===== src/rtl/shifter_tx.sv =====
`default_nettype none
// +------------------------------------------------------------------+
// | Module   : shifter_tx                                            |
// | Purpose  : parallel-in, LSB-first serial-out transmitter with    |
// |            valid/ready load and zero-gap back-to-back framing.   |
// | Revision : 1.0  initial release                                  |
// +------------------------------------------------------------------+
module shifter_tx #(
  parameter int   WIDTH    = 8,
  parameter logic IDLE_BIT = 1'b0
) (
  input  logic             clock,
  input  logic             rst,
  input  logic [WIDTH-1:0] data_in,
  input  logic             load_valid,
  output logic             load_ready,
  output logic             serial_out,
  output logic             serial_valid,
  output logic             frame_start,
  output logic             frame_done
);

  localparam int                c_cnt_w    = (WIDTH > 1) ? $clog2(WIDTH) : 1;
  localparam logic [c_cnt_w-1:0] c_last_cnt = c_cnt_w'(WIDTH - 1);
  localparam logic [c_cnt_w-1:0] c_cnt_one  = c_cnt_w'(1);
  localparam logic [c_cnt_w-1:0] c_cnt_zero = '0;

  localparam logic [0:0] c_st_idle  = 1'b0;
  localparam logic [0:0] c_st_shift = 1'b1;

  logic [0:0]         r_state;
  logic [0:0]         w_state_next;
  logic [WIDTH-1:0]   r_sreg;
  logic [c_cnt_w-1:0] r_cnt;
  logic               r_serial_out;
  logic               r_serial_valid;
  logic               w_last;
  logic               w_accept;

  assign w_last   = (r_state == c_st_shift) && (r_cnt == c_last_cnt);
  assign w_accept = load_valid && load_ready;

  // State register; reset has priority over any simultaneous load.
  always_ff @(posedge clock) begin
    if (rst) begin
      r_state <= c_st_idle;
    end else begin
      r_state <= w_state_next;
    end
  end

  // Next-state logic.
  always_comb begin
    w_state_next = r_state;
    case (r_state)
      c_st_idle: begin
        if (w_accept) begin
          w_state_next = c_st_shift;
        end
      end
      c_st_shift: begin
        if (w_last) begin
          w_state_next = w_accept ? c_st_shift : c_st_idle;
        end
      end
      default: w_state_next = c_st_idle;
    endcase
  end

  // Output logic: ready in IDLE and on the last bit, so a new word
  // can follow the previous one without an idle cycle.
  always_comb begin
    load_ready  = (r_state == c_st_idle) || w_last;
    frame_start = r_serial_valid && (r_cnt == c_cnt_zero);
    frame_done  = r_serial_valid && (r_cnt == c_last_cnt);
  end

  // Datapath: bit 0 goes straight to the line on accept, the rest
  // waits in the shift register.
  always_ff @(posedge clock) begin
    if (rst) begin
      r_sreg         <= '0;
      r_cnt          <= c_cnt_zero;
      r_serial_out   <= IDLE_BIT;
      r_serial_valid <= 1'b0;
    end else if (w_accept) begin
      r_serial_out   <= data_in[0];
      r_sreg         <= data_in >> 1;
      r_cnt          <= c_cnt_zero;
      r_serial_valid <= 1'b1;
    end else if (r_state == c_st_shift) begin
      if (w_last) begin
        r_serial_out   <= IDLE_BIT;
        r_serial_valid <= 1'b0;
        r_cnt          <= c_cnt_zero;
      end else begin
        r_serial_out <= r_sreg[0];
        r_sreg       <= r_sreg >> 1;
        r_cnt        <= r_cnt + c_cnt_one;
      end
    end
  end

  assign serial_out   = r_serial_out;
  assign serial_valid = r_serial_valid;

endmodule
`default_nettype wire


===== config.mk =====
export PLATFORM = sky130hd
export DESIGN_NAME = shifter_tx
export DESIGN_NICKNAME = d
export VERILOG_FILES = /design/src/rtl/shifter_tx.sv
export SDC_FILE = /design/constraint.sdc
export NUM_CORES = 1
export LEC_CHECK = 0
export ABC_CLOCK_PERIOD_IN_PS = 3800
export BUFFER_PORTS_ARGS = -buffer_cell sky130_fd_sc_hd__buf_2
export CAP_MARGIN = 0
export CORE_MARGIN = 2
export CORE_UTILIZATION = 47
export CTS_CLUSTER_DIAMETER = 80
export DETAILED_ROUTE_END_ITERATION = 16
export HOLD_SLACK_MARGIN = 0.02
export PLACE_DENSITY = 0.8
export SLEW_MARGIN = 20
export SYNTH_ARGS = -nofsm -noshare
export SYNTH_HDL_FRONTEND = slang
export SYNTH_SLANG_ARGS = --single-unit

===== constraint.sdc =====
create_clock -name clock -period 3.8 [get_ports clock]
set_clock_uncertainty 0.1 [all_clocks]
set_input_delay 0.76 -clock clock [delete_from_list [all_inputs] [get_ports clock]]
set_output_delay 0.76 -clock clock [all_outputs]
set_load 0.02 [all_outputs]

# Word level (Yosys, flattened, before mapping)
# Index checks and enable logic that the tools add are counted.
[op_classes]
muxes = 13
n_bitwise = 1
n_reduce_logical = 11
n_addsub = 1
n_eq_ne = 2
[ops]
columns = ["operator", "count"]
rows = [
  ["$mux W7", 3],
  ["$mux W1", 8],
  ["$logic_and A1 B1 Y1", 4],
  ["$reduce_and A2 Y1", 2],
  ["$reduce_bool A2 Y1", 2],
  ["$add A3 B1 Y3 const B", 1],
  ["$eq A3 B3 Y1 const B", 1],
  ["$logic_not A3 Y1", 1],
  ["$mux W3", 1],
  ["$ne A2 B1 Y1 const B", 1],
  ["$pmux W1 S2", 1],
  ["$reduce_or A2 Y1", 1],
  ["$logic_or A1 B1 Y1", 1],
  ["$not A1 Y1", 1],
]
[totals]
elab_cells = 33
regBits = 13
input_bits = 11

# Longest topological paths before layout
# Gate-level depths: netlist of the first run.
[depth]
ltp_word = 7
ltp_mapped = 7

# Worst setup path before layout of the first run
# Ideal clock, no wire load.
[synth_path]
path_kind = "reg2out"
start = "register r_cnt[0]"
end = "output load_ready"
slack_ns = 1.880
path_buffers = 1
arrival_ns = 1.060
path_stages_with_launch = 6
required_ns = 2.940
cell_sequence = "dfxtp_1 -> ha_1 -> ha_1 -> nor2b_4 -> buf_6 -> clkinv_4"
[synth_between]
elab_chain_len = 3
[synth_rtl]
columns = ["element", "line", "rtl"]
rows = [
  ["start: declaration", "34", "logic [c_cnt_w-1:0] r_cnt;"],
  ["start signal: assignment", "83", "r_cnt <= c_cnt_zero;"],
  ["start signal: assignment", "89", "r_cnt <= c_cnt_zero;"],
  ["start signal: assignment", "95", "r_cnt <= c_cnt_zero;"],
  ["$eq A3 B3 Y1", "40", "assign w_last = (r_state == c_st_shift) && (r_cnt == c_last_cnt);"],
  ["$logic_and A1 B1 Y1", "40", ""],
  ["$logic_or A1 B1 Y1", "73", "load_ready = (r_state == c_st_idle) || w_last;"],
  ["end: declaration", "16", "output logic load_ready,"],
]
# No other way between the ends.

# Worst setup path in the final report of the first run
[layout_path]
start = "register r_cnt[1]"
end = "output load_ready"
# The elaborated chain is that of the path after synthesis.

==> metrics.csv, run 1 <==
metric,value,unit
Clock H-tree levels,1,
worst path bufs/invs,2,
sw frac,0.2887,
hold path start,r_sreg[1],
ANT nets after route,0,
Top Family by Delay on Critical Path,adder cells,
peak supply drop,0.2220,mV
cell taking the most area after synthesis,dfxtp_1,
Crit-path slowest cell,dfxtp_1,
Highest Clock Rate,404.7,MHz
Final Max Tran Viols,0,
Combinational Power Share,0.176,
die area,1798,um2
CP endpoint kind,output pin,
synthesized area,693.2,um2
Final Setup Violations,0,
area of the multi-input gates,366.6,um2
PortBufs,15,
Die Y,42.41,um
layout cells sized above 1,0.2667,
top post-synthesis cells by count,"13 x dfxtp_1, 12 x nand2_1, 8 x nor3_1",
critical-path maximum fanout,10,
Initial Util,0.5197,
Seq cells post-synth,13,
Reg power frac,0.528,
ys flop type,dfxtp_1,
fin cells,105,
actual slew at the worst max-slew pin,362.4,ps
number of cell rows,13,
RePlAce Congestion,0.7757,
final worst path period share,0.6502,
post_cts resized,0,
pwr/cell area,376.0,nW/um2
Critical Path Start,r_cnt[1],
cell count after synthesis,77,
DRC,0,
"Seq/Total Area, Yosys",0.3755,
worst-path cell chain,"ha_1, ha_1, nor2b_4, clkinv_4, buf_2",
CTS Sinks,13,
pin count of the biggest net entering global routing,14,
Leakage,0.0003231,uW
final net count,106,
number of global-route vias before repair,567,
Synthesized Nets,92,
data arrival time of the critical path,1610,ps
max-cap violations,0,
DRT Pass-1 Iters,4,
Reg area,260.3,um2
post-layout minimum cycle time,2471,ps
clock share of power,0.295,
CTS Hold Bufs,0,
M1 WL,595,um
routed length on met2,575,um
setup TNS,0,ps
warnings from Yosys,0,
CP Launch Type,flop,
worst relative slew slack,0.7584,
Yosys cell types,28,
number of CTS-inserted buffers,3,
Fin. Hold Viols,0,
Placed Cells,101,
Post-synth EDFFs,0,
post-DR vias/cell,5.657,
Max Used Layer,met4,
most frequent cell after synthesis,dfxtp_1,
Layout area overhead,10.83,%
"Req. time, crit path",2940,ps
CTS tree,built,
internal power,205.5,uW
worst r2r src,r_cnt[1],
clock slew at the register clock pins of the worst setup and hold paths,80,ps
post-DP HPWL,936.4,um
critical path type,reg -> out,
io pins,16,
GR Overflow Total,0,
CP peak stage delay,330,ps
core box area,1334,um2
ant diodes,0,
P_sw,83.38,uW
first-pass GRT wire length,2.339,mm
main area contributors after synthesis,"dfxtp_1 38%, a311oi_1 7.6%, ha_1 7.2%",
DRC marker count from the first detailed-route iteration,10,
All-Layer GR Usage,0.1761,
RSZ-0062 raised after global routing,no,
worst skew pair latency,280,ps
status,"complete, no violations",
final wirelength,1.299,mm
met3 wire length,97,um
Longest Clk Path Bufs,2,
Post-CTS Setup Repair Bufs,0,
initial antenna violation count,0,
vias,594,
Worst path most repeated cell,ha_1,
Post-synth ARST share,0,
fillers,118,
syn avg cell area,9.002,um2
Die X,42.41,um
WL/cell,12.37,um
WHS,386.9,ps
Synth top area share,0.3755,
Hold WC Path Type,reg -> reg,
Root Buffer,clkbuf_4,
[worst reg2reg max path, cell delays in order, from the launching register on]
cell,delay (ps)
dfxtp_1,330
ha_1,200
ha_1,200
nand2b_1,300
mux2_2,350
nor3_2,100
[per-stage QoR]
| step | util | worst slack (ps) | instance area [um2] | power [uW] |
|---|---|---|---|---|
| after floorplan | - | 1880 | 693.2 | 196.8 |
| after global placement | 0.5553 | 1661 | 740.7 | 205.6 |
| after detailed placement | 0.5553 | 1637 | 740.7 | 206.5 |
| after CTS | 0.5760 | 1318 | 768.2 | 291.4 |
| after global routing | 0.5760 | 1214 | 768.2 | 307.1 |
| final | 0.5760 | 1329 | 768.2 | 288.9 |
[flip-flops by register name, indices dropped and copies added (netlist names)]
name          cells
serial_out        1
r_state           1
serial_valid      1
r_cnt             3
r_sreg            7
[layout by cell type (no fill, tap or decap), types with 3 or more instances in the layout]
cell type / n
nor3_1: 8
buf_2: 15
clkbuf_4: 3
a311oi_1: 6
mux2i_1: 3
nand2_1: 12
a21oi_1: 4
dfxtp_1: 13
ha_1: 4
[path summary, 6_finish.rpt]
path                                   end  slack, ps  cells past startpoint
worst max-delay path            load_ready       1330                      5
worst max register to register    r_cnt[0]       2160                      5
worst min-delay path             r_sreg[0]        390                      2
worst min register to register   r_sreg[0]        390                      2
[layer usage]
layer | vias to the layer above | GRT usage
met5 | - | 0
met4 | 0 | 0.09375
met3 | 5 | 0.07759
met2 | 19 | 0.2800
met1 | 269 | 0.1958
li1 | 301 | -
[power by group through the flow]
stage          Clock [uW]  Combinational [uW]  Sequential, uW
4_1_cts              87.7                51.0             153
6_report             85.4                50.8             153
2_1_floorplan           0                41.4             155
3_3_place_gp            0                49.9             156
5_1_grt              95.9                56.8             154
3_5_place_dp            0                50.9             156
[layout make-up]
cell class,instances,area share
Multi-Input combinational cell,54,0.4772
Sequential cell,13,0.3388
Timing Repair Buffer,15,0.09772
Clock buffer,3,0.02932
Inverter,4,0.02606
Tap cell,15,0.02443
Clock inverter,1,0.006515
[cells by family (layout without fill, tap and decap cells)]
| logic type | after synthesis | in the layout | share of synthesized area |
|---|---|---|---|
| adders and majority gates | 4 | 4 | 0.07221 |
| muxes | 4 | 4 | 0.05957 |
| and+or+nand+nor | 32 | 32 | 0.2491 |
| buffers and inverters | 10 | 23 | 0.09565 |
| DFF | 13 | 13 | 0.3755 |
| AOI/OAI and AO/OA | 14 | 14 | 0.1480 |
(Power assumes the default switching activity.)
==> run 2: changes to the inputs <==
- ABC_CLOCK_PERIOD_IN_PS: 3800 -> 2300
- clock period: 3.8 -> 2.3 ns (I/O delays scaled with it)
==> run 2 against run 1 <==
Compared with the run above:
- worst hold slack worse by 34 ps
- final cell count unchanged
- via count up 1.3%
- cell area down 0.16%
- largest cell class unchanged
- highest routed layer unchanged
==> metrics.csv, run 2 (same netlist as run 1, synthesis figures left out) <==
metric,value,unit
FF-to-FF setup slack,610,ps
GR Overflow Total,0,
vias,602,
max-cap violations,0,
ANT nets after route,0,
post-layout minimum cycle time,2186,ps
worst relative slew slack,0.7666,
DRT Pass-1 Iters,4,
RePlAce Congestion,0.7836,
Clock H-tree levels,1,
post_cts resized,0,
final worst path period share,0.9505,
Root Buffer,clkbuf_4,
data arrival time of the critical path,1630,ps
WL/cell,13.46,um
number of cell rows,13,
"commonest non-fill, non-tap cell in the layout",buf_2,
Fin. Hold Viols,0,
die area,1798,um2
ant diodes,0,
status,"complete, no violations",
Highest Clock Rate,457.4,MHz
critical path type,reg -> out,
io pins,16,
DRC,0,
setup TNS,0,ps
core box area,1334,um2
Layout area overhead,10.65,%
critical-path maximum fanout,10,
pin count of the biggest net entering global routing,14,
Final Cell Area,767.0,um2
layout cells sized above 1,0.2556,
CTS Sinks,13,
worst r2r src,r_cnt[0],
Finished Core Util,0.5750,
final net count,106,
Initial Util,0.5197,
number of global-route vias before repair,593,
pre-CTS WS,422.9,ps
worst skew pair latency,270,ps
final wirelength,1.413,mm
CTS Hold Bufs,0,
PnR worst setup slack,113.8,ps
dpl cell area,740.7,um2
DRC marker count from the first detailed-route iteration,9,
number of CTS-inserted buffers,3,
max reg flops,7,
PortBufs,15,
initial antenna violation count,0,
biggest regs,"r_sreg: 7 flops, r_cnt: 3 flops",
Critical Path Start,r_cnt[0],
largest reg by FF count,r_sreg,
Leakage,0.0003204,uW
CP Launch Type,flop,
RSZ-0062 raised after global routing,no,
actual slew at the worst max-slew pin,350.1,ps
clock slew at the register clock pins of the worst setup and hold paths,80,ps
WHS,352.6,ps
peak supply drop,0.3327,mV
Final Setup Violations,0,
hold path start,data_in[7],
Die X,42.41,um
All-Layer GR Usage,0.1745,
post-DP HPWL,1.010,mm
pwr/cell area,626.2,nW/um2
Post-CTS Setup Repair Bufs,0,
CTS tree,built,
"commonest cells after routing, fill and taps aside","15 x buf_2, 13 x dfxtp_1, 12 x nand2_1",
Die Y,42.41,um
CP endpoint kind,output pin,
Longest Clk Path Bufs,2,
fillers,123,
Final Max Tran Viols,0,
post-DR vias/cell,5.733,
Hold WC Path Type,in -> reg,
first-pass GRT wire length,2.415,mm
"Req. time, crit path",1740,ps
==> run 2: cell types whose count changed in the layout (fill, tap and decap cells not counted) <==
cell      before  now
clkinv_2       1    0
clkbuf_1       0    1
==> run 2: where the power goes <==
| part | total (uW) | leakage, uW | switching (uW) | internal [uW] |
|---|---|---|---|---|
| clock network | 142 | 0.0000150 | 75.0 | 67.2 |
| registers | 253 | 0.000107 | 11.5 | 241 |
| logic | 85.4 | 0.000198 | 51.7 | 33.7 |
| total | 480 | 0.000320 | 138 | 342 |
==> run 2: final timing paths <==
check,depth (start not counted),endpoint
worst max register to register,5,r_sreg[1]
worst min register to register,2,r_sreg[0]
worst min-delay path,3,r_sreg[6]
worst max-delay path,5,load_ready
==> run 2: critical path, cell delays in order (launching register included) <==
cell	delay [ps]
dfxtp_1	320
ha_1	220
ha_1	250
nor2b_4	290
clkinv_4	100
buf_2	170
==> run 2: routing by layer <==
layer	share of wire	up-vias	GRT usage	routed length, um
met5	0	-	0	0
met4	0.0064	0	0.07500	9
met2	0.49	18	0.3046	686
met3	0.047	2	0.03879	67
li1	-	298	-	-
met1	0.46	284	0.2016	649
==> run 2: layout make-up <==
type	count	area [um2]	share of cell area
multi-input combinational	54	366.6	0.4780
timing repair buffer	15	75.07	0.09788
sequential	13	260.3	0.3393
inverter	4	20.02	0.02610
tap	15	18.77	0.02447
clock buffer	4	26.28	0.03426
==> run 2: per-stage QoR <==
step | power (uW) | std cells
4_1_cts | 482.2 | 105
6_report | 480.3 | 105
3_5_place_dp | 343.0 | 101
3_3_place_gp | 339.5 | 101
5_1_grt | 506.1 | 105
2_1_floorplan | 325.1 | 77
